### src/rtl/wb_cmd_master.sv
// Wishbone classic single-transfer initiator: turns a command handshake into one
// bus cycle, with a watchdog that aborts cycles that never see an ack.
module wb_cmd_master #(
  parameter int          AW       = 16,
  parameter int          TIMEOUT  = 255,
  parameter logic [31:0] ERR_DATA = 32'hDEADBEEF
) (
  input  logic          wb_clk,
  input  logic          wb_rst,
  input  logic          cmd_valid,
  output logic          cmd_ready,
  input  logic          cmd_we,
  input  logic [AW-1:0] cmd_adr,
  input  logic [31:0]   cmd_dat,
  output logic          rsp_valid,
  output logic [31:0]   rsp_dat,
  output logic          rsp_err,
  output logic          busy,
  output logic          wb_cyc,
  output logic          wb_stb,
  output logic          wb_we,
  output logic [AW-1:0] wb_adr,
  output logic [31:0]   wb_dat_o,
  input  logic [31:0]   wb_dat_i,
  input  logic          wb_ack
);

  localparam int            CW       = $clog2(TIMEOUT + 1);
  localparam logic [CW-1:0] CNT_LAST = CW'(TIMEOUT - 1);

  typedef enum logic [1:0] {IDLE, BUS, RESP} state_e;

  state_e          state_q, state_d;
  logic            cyc_q, cyc_d;
  logic            we_q, we_d;
  logic [AW-1:0]   adr_q, adr_d;
  logic [31:0]     dat_q, dat_d;
  logic            rsp_valid_q, rsp_valid_d;
  logic            rsp_err_q, rsp_err_d;
  logic [31:0]     rsp_dat_q, rsp_dat_d;
  logic [CW-1:0]   cnt_q, cnt_d;

  always_comb begin
    // NOTE: every signal gets a default before the case so no path can infer a latch.
    state_d     = state_q;
    cyc_d       = cyc_q;
    we_d        = we_q;
    adr_d       = adr_q;
    dat_d       = dat_q;
    rsp_valid_d = 1'b0;
    rsp_err_d   = rsp_err_q;
    rsp_dat_d   = rsp_dat_q;
    cnt_d       = cnt_q;

    case (state_q)
      IDLE: begin
        if (cmd_valid) begin
          adr_d   = cmd_adr;
          dat_d   = cmd_dat;
          we_d    = cmd_we;
          cyc_d   = 1'b1;
          cnt_d   = '0;
          state_d = BUS;
        end
      end
      BUS: begin
        // A coincident ack takes priority over the watchdog expiring.
        if (wb_ack) begin
          cyc_d       = 1'b0;
          rsp_dat_d   = we_q ? dat_q : wb_dat_i;
          rsp_err_d   = 1'b0;
          rsp_valid_d = 1'b1;
          state_d     = RESP;
        end else if (cnt_q == CNT_LAST) begin
          cyc_d       = 1'b0;
          rsp_dat_d   = ERR_DATA;
          rsp_err_d   = 1'b1;
          rsp_valid_d = 1'b1;
          state_d     = RESP;
        end else begin
          cnt_d = cnt_q + CW'(1);
        end
      end
      RESP:    state_d = IDLE;
      default: state_d = IDLE;
    endcase
  end

  // NOTE: state registers use non-blocking assignments so all flops update together.
  always_ff @(posedge wb_clk or posedge wb_rst) begin
    if (wb_rst) begin
      state_q     <= IDLE;
      cyc_q       <= 1'b0;
      we_q        <= 1'b0;
      adr_q       <= '0;
      dat_q       <= '0;
      rsp_valid_q <= 1'b0;
      rsp_err_q   <= 1'b0;
      rsp_dat_q   <= '0;
      cnt_q       <= '0;
    end else begin
      state_q     <= state_d;
      cyc_q       <= cyc_d;
      we_q        <= we_d;
      adr_q       <= adr_d;
      dat_q       <= dat_d;
      rsp_valid_q <= rsp_valid_d;
      rsp_err_q   <= rsp_err_d;
      rsp_dat_q   <= rsp_dat_d;
      cnt_q       <= cnt_d;
    end
  end

  assign cmd_ready = (state_q == IDLE);
  assign busy      = (state_q == BUS);
  assign wb_cyc    = cyc_q;
  assign wb_stb    = cyc_q;
  assign wb_we     = we_q;
  assign wb_adr    = adr_q;
  assign wb_dat_o  = dat_q;
  assign rsp_valid = rsp_valid_q;
  assign rsp_err   = rsp_err_q;
  assign rsp_dat   = rsp_dat_q;

endmodule

### config.mk
export PLATFORM = sky130hd
export DESIGN_NAME = wb_cmd_master
export DESIGN_NICKNAME = d
export VERILOG_FILES = /design/src/rtl/wb_cmd_master.sv
export SDC_FILE = /design/constraint.sdc
export NUM_CORES = 1
export LEC_CHECK = 0
export ABC_AREA = 1
export CAP_MARGIN = 20
export CORE_ASPECT_RATIO = 1.2
export CORE_MARGIN = 4
export CORE_UTILIZATION = 45
export DETAILED_ROUTE_END_ITERATION = 8
export HOLD_SLACK_MARGIN = 0.06
export PLACE_DENSITY = 0.83
export SYNTH_ARGS = -nofsm -noshare
export SYNTH_HDL_FRONTEND = slang
export SYNTH_SLANG_ARGS = --single-unit
### constraint.sdc
create_clock -name wb_clk -period 5 [get_ports wb_clk]
set_clock_uncertainty 0.05 [all_clocks]
set_input_delay 1 -clock wb_clk [delete_from_list [all_inputs] [get_ports wb_clk]]
set_output_delay 1 -clock wb_clk [all_outputs]
set_load 0.03 [all_outputs]
==> results of run 1 <==
[worst reg2reg max path, cell delays in order, from the launching register on]
cell	delay, ps
dfrtp_1	370
inv_1	40
nand2_1	330
inv_2	110
nand2_1	170
inv_2	160
nor2_4	660
nand2_1	140
nand2_1	100
[final timing paths]
path / start / end
max: state_q[1] / busy
min: rsp_dat[1] / rsp_dat[1]
max reg2reg: state_q[1] / rsp_dat[5]
min reg2reg: rsp_dat[1] / rsp_dat[1]
max in group asynchronous: wb_rst / wb_dat_o[9]
min in group asynchronous: wb_rst / wb_adr[5]
[power groups by stage]
stage,registers (mW),logic [mW],clock network (mW)
finish,1.30,2.10,0.543
global route,1.34,2.24,0.590
CTS,1.30,2.13,0.560
detailed placement,1.31,2.12,0
global placement,1.29,2.09,0
floorplan,1.91,0.620,0
[metrics by stage]
| step | hold slack [ps] | instances | util | power (mW) |
|---|---|---|---|---|
| final | 424 | 710 | 0.681 | 3.94 |
| after global routing | 441 | 710 | 0.681 | 4.17 |
| after CTS | 428 | 710 | 0.681 | 3.99 |
| after detailed placement | 407 | 694 | 0.657 | 3.43 |
| after global placement | 403 | 694 | 0.657 | 3.38 |
| after floorplan | 448 | 422 | - | 2.53 |
[cell usage after synthesis, types with 3 or more instances]
library cell | number | area (sq um)
nand2_2 | 5 | 31.3
dfrtp_1 | 94 | 2350
clkbuf_1 | 8 | 30.0
buf_2 | 9 | 45.0
nand2_1 | 157 | 589
nor2_1 | 16 | 60.1
inv_1 | 8 | 30.0
or2_2 | 8 | 50.1
mux2_2 | 48 | 541
a21oi_1 | 3 | 15.0
o211ai_1 | 8 | 60.1
nand3_1 | 39 | 195
buf_6 | 5 | 56.3
[cell type report]
cell class,count,area share
clock buffer,12,0.0236
clock inverter,4,0.0114
inverter,10,0.00651
multi-input combinational,295,0.268
sequential,94,0.383
tap,120,0.0244
timing repair buffer,175,0.283
[state kept, by name, indices dropped and copies added (netlist names)]
signal     flops
rsp_dat       32
wb_cyc         1
rsp_err        1
wb_dat_o      32
wb_we          1
rsp_valid      1
state_q        2
cnt_q          8
wb_adr        16
[metal layers]
metal  GRT usage  routed length, um
met2       0.360               5770
met1       0.239               4230
met5           0                  0
met4       0.106                324
met3      0.0534                801
[cell families after synthesis]
family | count (synthesis)
AO/OA/AOI/OAI | 15
adder cells (fa/ha/maj) | 2
buffers and inverters | 33
flip-flops | 94
multiplexers | 48
AND/OR/NAND/NOR | 230
==> flow_summary.json, run 1 <==
{
  "synth-seq-cells": 94,
  "clock.fmax_mhz": 334,
  "nFillCells": 711,
  "p_switching_mw": 1.67,
  "multiInputGateArea_sq_mm": 0.00165,
  "synth_edf_count": 0,
  "cpLargestDelayFamily": "buffers and inverters",
  "vias": 3553,
  "synth-adder-area-share": 0.00599,
  "cts_hold_buf": 0,
  "routed_via_density": 5.00,
  "cts_buffers": 9,
  "fin_crit_ps": 2990,
  "cts_tree": "done",
  "cts.htree.levels": 3,
  "clockBufferDepth": 2,
  "setup.worst_path.class": "flip-flop to primary output",
  "cts_setup_buffers": 0,
  "maxCapViolations": 0,
  "root_buffer": "clkbuf_8",
  "final_cell_mix": "clkdlybuf4s50_1 (171), nand2_1 (156), dfrtp_1 (94)",
  "io_pins": 172,
  "switching_share": 0.423,
  "drc": 0,
  "path_max_fanout": 11,
  "min_period_over_period": 0.598,
  "dr.pass1.iters": 4,
  "syn_inst": 422,
  "avgSynthCellArea_sq_um": 9.90,
  "cp-start-kind": "flip-flop",
  "post-place-ws_ps": 1910,
  "row_count": 38,
  "dieHeight_um": 114,
  "synth_compound_area_frac": 0.0267,
  "slowest_stage": "clkdlybuf4s50_1",
  "clkSlewWorstSetupHoldPaths_ps": 90,
  "p_leak_nw": 2.79,
  "clkPwrFrac": 0.138,
  "rr_worst_depth": 8,
  "placed_area_sq_mm": 0.00593,
  "wl_per_cell_um": 15.7,
  "synth_cell_types": 24,
  "nets": 672,
  "drtIter0Drc": 127,
  "drive_gt1_frac": 0.149,
  "initial_core_util": 0.462,
  "worstPathRequired_ps": 3950,
  "gp_congestion": 0.819,
  "finalSetupTns_ps": 0,
  "rsz0062_at_grt": "false",
  "fp.dieW_um": 95.9,
  "synthesis.area_sq_mm": 0.00418,
  "hold_viol": 0,
  "p_int_mw": 2.27,
  "status": "finished clean",
  "yosysWarnings": 0,
  "clk_latency_ps": 360,
  "dieArea_sq_mm": 0.0109,
  "end_kind": "primary output",
  "worst-path-buf-inv": 3,
  "cp_num_cells": 4,
  "critPathArrivalTime_ps": 1940,
  "tightestPinTransition_ps": 1010,
  "n_antenna_cell": 0,
  "seq_area_frac_synth": 0.563,
  "grt_pass1_vias": 3565,
  "p_per_area_mw_per_mm2": 641,
  "fin_ws_ps": 2010,
  "area_delta_synth_final_pct": 47.2,
  "comb_power_share": 0.533,
  "synthSimpleGateAreaFrac": 0.232,
  "worst_slew_margin_rel": 0.329,
  "layout_commonest_cell": "clkdlybuf4s50_1",
  "seq_area_sq_mm": 0.00235,
  "hp-class": "flip-flop to flip-flop",
  "final_antenna_net_count": 0,
  "postLayoutCellArea_sq_mm": 0.00615,
  "setup_viol": 0,
  "synth_mux_area_frac": 0.129,
  "ys.flop_type": "dfrtp_1",
  "grt.overflow.total": 0,
  "core_area_sq_mm": 0.00903,
  "routed_wl_mm": 11.1,
  "cpPeakStageDelay_ps": 700,
  "reg2reg_slack_ps": 2790,
  "syn-num-nets": 509,
  "cts_resized": 0,
  "cts.sink_count": 94,
  "p_seq_frac": 0.329,
  "numPortBuffers": 171,
  "grt_pass1_wl_mm": 17.5,
  "synthArstFlopShare": 1.00,
  "detailedPlacementHpwl_mm": 7.92,
  "hold_depth": 2,
  "synth_top_family_by_area": "simple AND/OR/NAND/NOR gates",
  "crit_chain": "inv_1 -> nand2_1 -> inv_2 -> clkdlybuf4s50_1",
  "grtUsageTotal": 0.210,
  "antenna_found_initial": 0,
  "grt_max_degree": 67,
  "slew_viol_final": 0,
  "vdd_drop_max_v": 0.000310,
  "synth-xor-area-share": 0
}
(Power assumes the default switching activity.)
==> run 2: changes to the inputs <==
Settings changed: CORE_UTILIZATION 45 to 39, PLACE_DENSITY 0.83 to 0.77.
Clock period 5 ns to 2.55 ns, I/O delays scaled along.
==> flow_summary.json, run 2 (same netlist as run 1, synthesis figures left out) <==
{
  "crit_chain": "nor2_1 -> clkdlybuf4s50_1",
  "worst_slew_margin_rel": 0.514,
  "layout_commonest_cell": "clkdlybuf4s50_1",
  "fin_crit_ps": 2220,
  "grtUsageTotal": 0.191,
  "switching_share": 0.404,
  "cpPeakStageDelay_ps": 730,
  "nFillCells": 846,
  "fin_ws_ps": 330,
  "hp-class": "flip-flop to flip-flop",
  "cts.htree.levels": 3,
  "cts_resized": 0,
  "clock.fmax_mhz": 450,
  "antenna_found_initial": 0,
  "hold_viol": 0,
  "dr.pass1.iters": 4,
  "setup_viol": 0,
  "slowest_stage": "clkdlybuf4s50_1",
  "reg2reg_slack_ps": 670,
  "worstReg2RegStart": "cnt_q[0]",
  "p_leak_nw": 2.89,
  "rsz0062_at_grt": "false",
  "area_delta_synth_final_pct": 53.1,
  "vdd_drop_max_v": 0.000639,
  "grt_max_degree": 42,
  "min_period_over_period": 0.871,
  "drive_gt1_frac": 0.163,
  "comb_power_share": 0.498,
  "clkPwrFrac": 0.196,
  "drtIter0Drc": 120,
  "drc": 0,
  "cp-start-kind": "flip-flop",
  "fp.dieW_um": 102,
  "detailedPlacementHpwl_mm": 8.49,
  "clkSlewWorstSetupHoldPaths_ps": 70,
  "cts.sink_count": 94,
  "gp_congestion": 0.788,
  "routed_via_density": 4.89,
  "final_antenna_net_count": 0,
  "r2r-end": "rsp_dat[27]",
  "row_count": 41,
  "finalSetupTns_ps": 0,
  "grt_pass1_wl_mm": 18.4,
  "slew_viol_final": 0,
  "rr_worst_depth": 8,
  "nets": 678,
  "io_pins": 172,
  "setup.worst_path.class": "flip-flop to primary output",
  "initial_core_util": 0.397,
  "power_mw": 8.36,
  "hold_depth": 2,
  "path_max_fanout": 2,
  "cts_buffers": 9,
  "hold_end": "rsp_dat[7]",
  "clk_latency_ps": 340,
  "worstPathRequired_ps": 1990,
  "vias": 3545,
  "critPathArrivalTime_ps": 1660,
  "tightestPinTransition_ps": 726,
  "holdWs_ps": 420,
  "worstHoldStart": "rsp_dat[7]",
  "cts_tree": "done",
  "wl_per_cell_um": 15.8,
  "p_per_area_mw_per_mm2": 1310,
  "dieHeight_um": 121,
  "cts_setup_buffers": 0,
  "grt_pass1_vias": 3764,
  "p_int_mw": 4.98,
  "maxCapViolations": 0,
  "end_kind": "primary output",
  "n_antenna_cell": 0,
  "p_switching_mw": 3.38,
  "final_cell_mix": "clkdlybuf4s50_1 (170), nand2_1 (156), dfrtp_1 (94)",
  "dieArea_sq_mm": 0.0124,
  "core_area_sq_mm": 0.0105,
  "clockBufferDepth": 2,
  "root_buffer": "clkbuf_16",
  "p_seq_frac": 0.306,
  "cts_hold_buf": 0,
  "routed_wl_mm": 11.4,
  "numPortBuffers": 171,
  "grt.overflow.total": 0,
  "post-place-ws_ps": 475,
  "finish.utilization": 0.608,
  "status": "finished clean"
}
run 2: cell count changes in the layout (fill, tap and decap cells not counted):
cell,delta
clkbuf_8,-10
clkbuf_16,+9
buf_4,+4
buf_12,+3
clkinvlp_4,+3
bufinv_16,+2
clkbuf_1,-2
clkinv_2,-2
clkdlybuf4s50_1,-1
inv_4,-1
inv_6,+1
run 2: power groups by stage:
stage / clock (mW) / sequential [mW] / combinational, mW
floorplan: 0 / 3.75 / 1.22
global placement: 0 / 2.56 / 4.13
detailed placement: 0 / 2.58 / 4.20
CTS: 1.67 / 2.56 / 4.21
global route: 1.74 / 2.65 / 4.44
finish: 1.64 / 2.56 / 4.16
run 2: cell type report:
type                    count  area, sq um  share of cell area
clock buffers               9          225              0.0352
inverters                  10         41.3             0.00646
clock inverters             7          144              0.0225
flip-flops and latches     94         2350               0.368
repair buffers            181         1820               0.285
well taps                 129          161              0.0252
multi-input cells         295         1650               0.258
run 2: worst max-delay path: cells and delay by family, from the launching register on:
kind / cells / cell delay [ps]
buffers and inverters: 1 / 730
flip-flops: 1 / 400
AND/OR/NAND/NOR: 1 / 190
run 2: layer usage:
| layer | global-route usage | routed length, um | up-vias |
|---|---|---|---|
| li1 | - | - | 1707 |
| met1 | 0.222 | 4380 | 1710 |
| met2 | 0.334 | 6080 | 113 |
| met3 | 0.0541 | 768 | 15 |
| met4 | 0.0607 | 206 | 0 |
| met5 | 0 | 0 | - |
run 2: how the worst max path moves through the flow:
stage / start / to / slack, ps / cells after the start
after floorplan: state_q[0] / wb_we / 860 / 6
final: state_q[0] / cmd_ready / 330 / 2
after global placement: wb_ack / cnt_q[5] / 520 / 7
after CTS: state_q[0] / cmd_ready / 300 / 2
after detailed placement: wb_ack / cnt_q[5] / 480 / 7
after global routing: state_q[0] / cmd_ready / 290 / 2
run 2: stage by stage:
stage | instances | cell area, sq um
floorplan | 422 | 4180
global placement | 709 | 6030
detailed placement | 709 | 6030
CTS | 725 | 6400
global route | 725 | 6400
finish | 725 | 6400
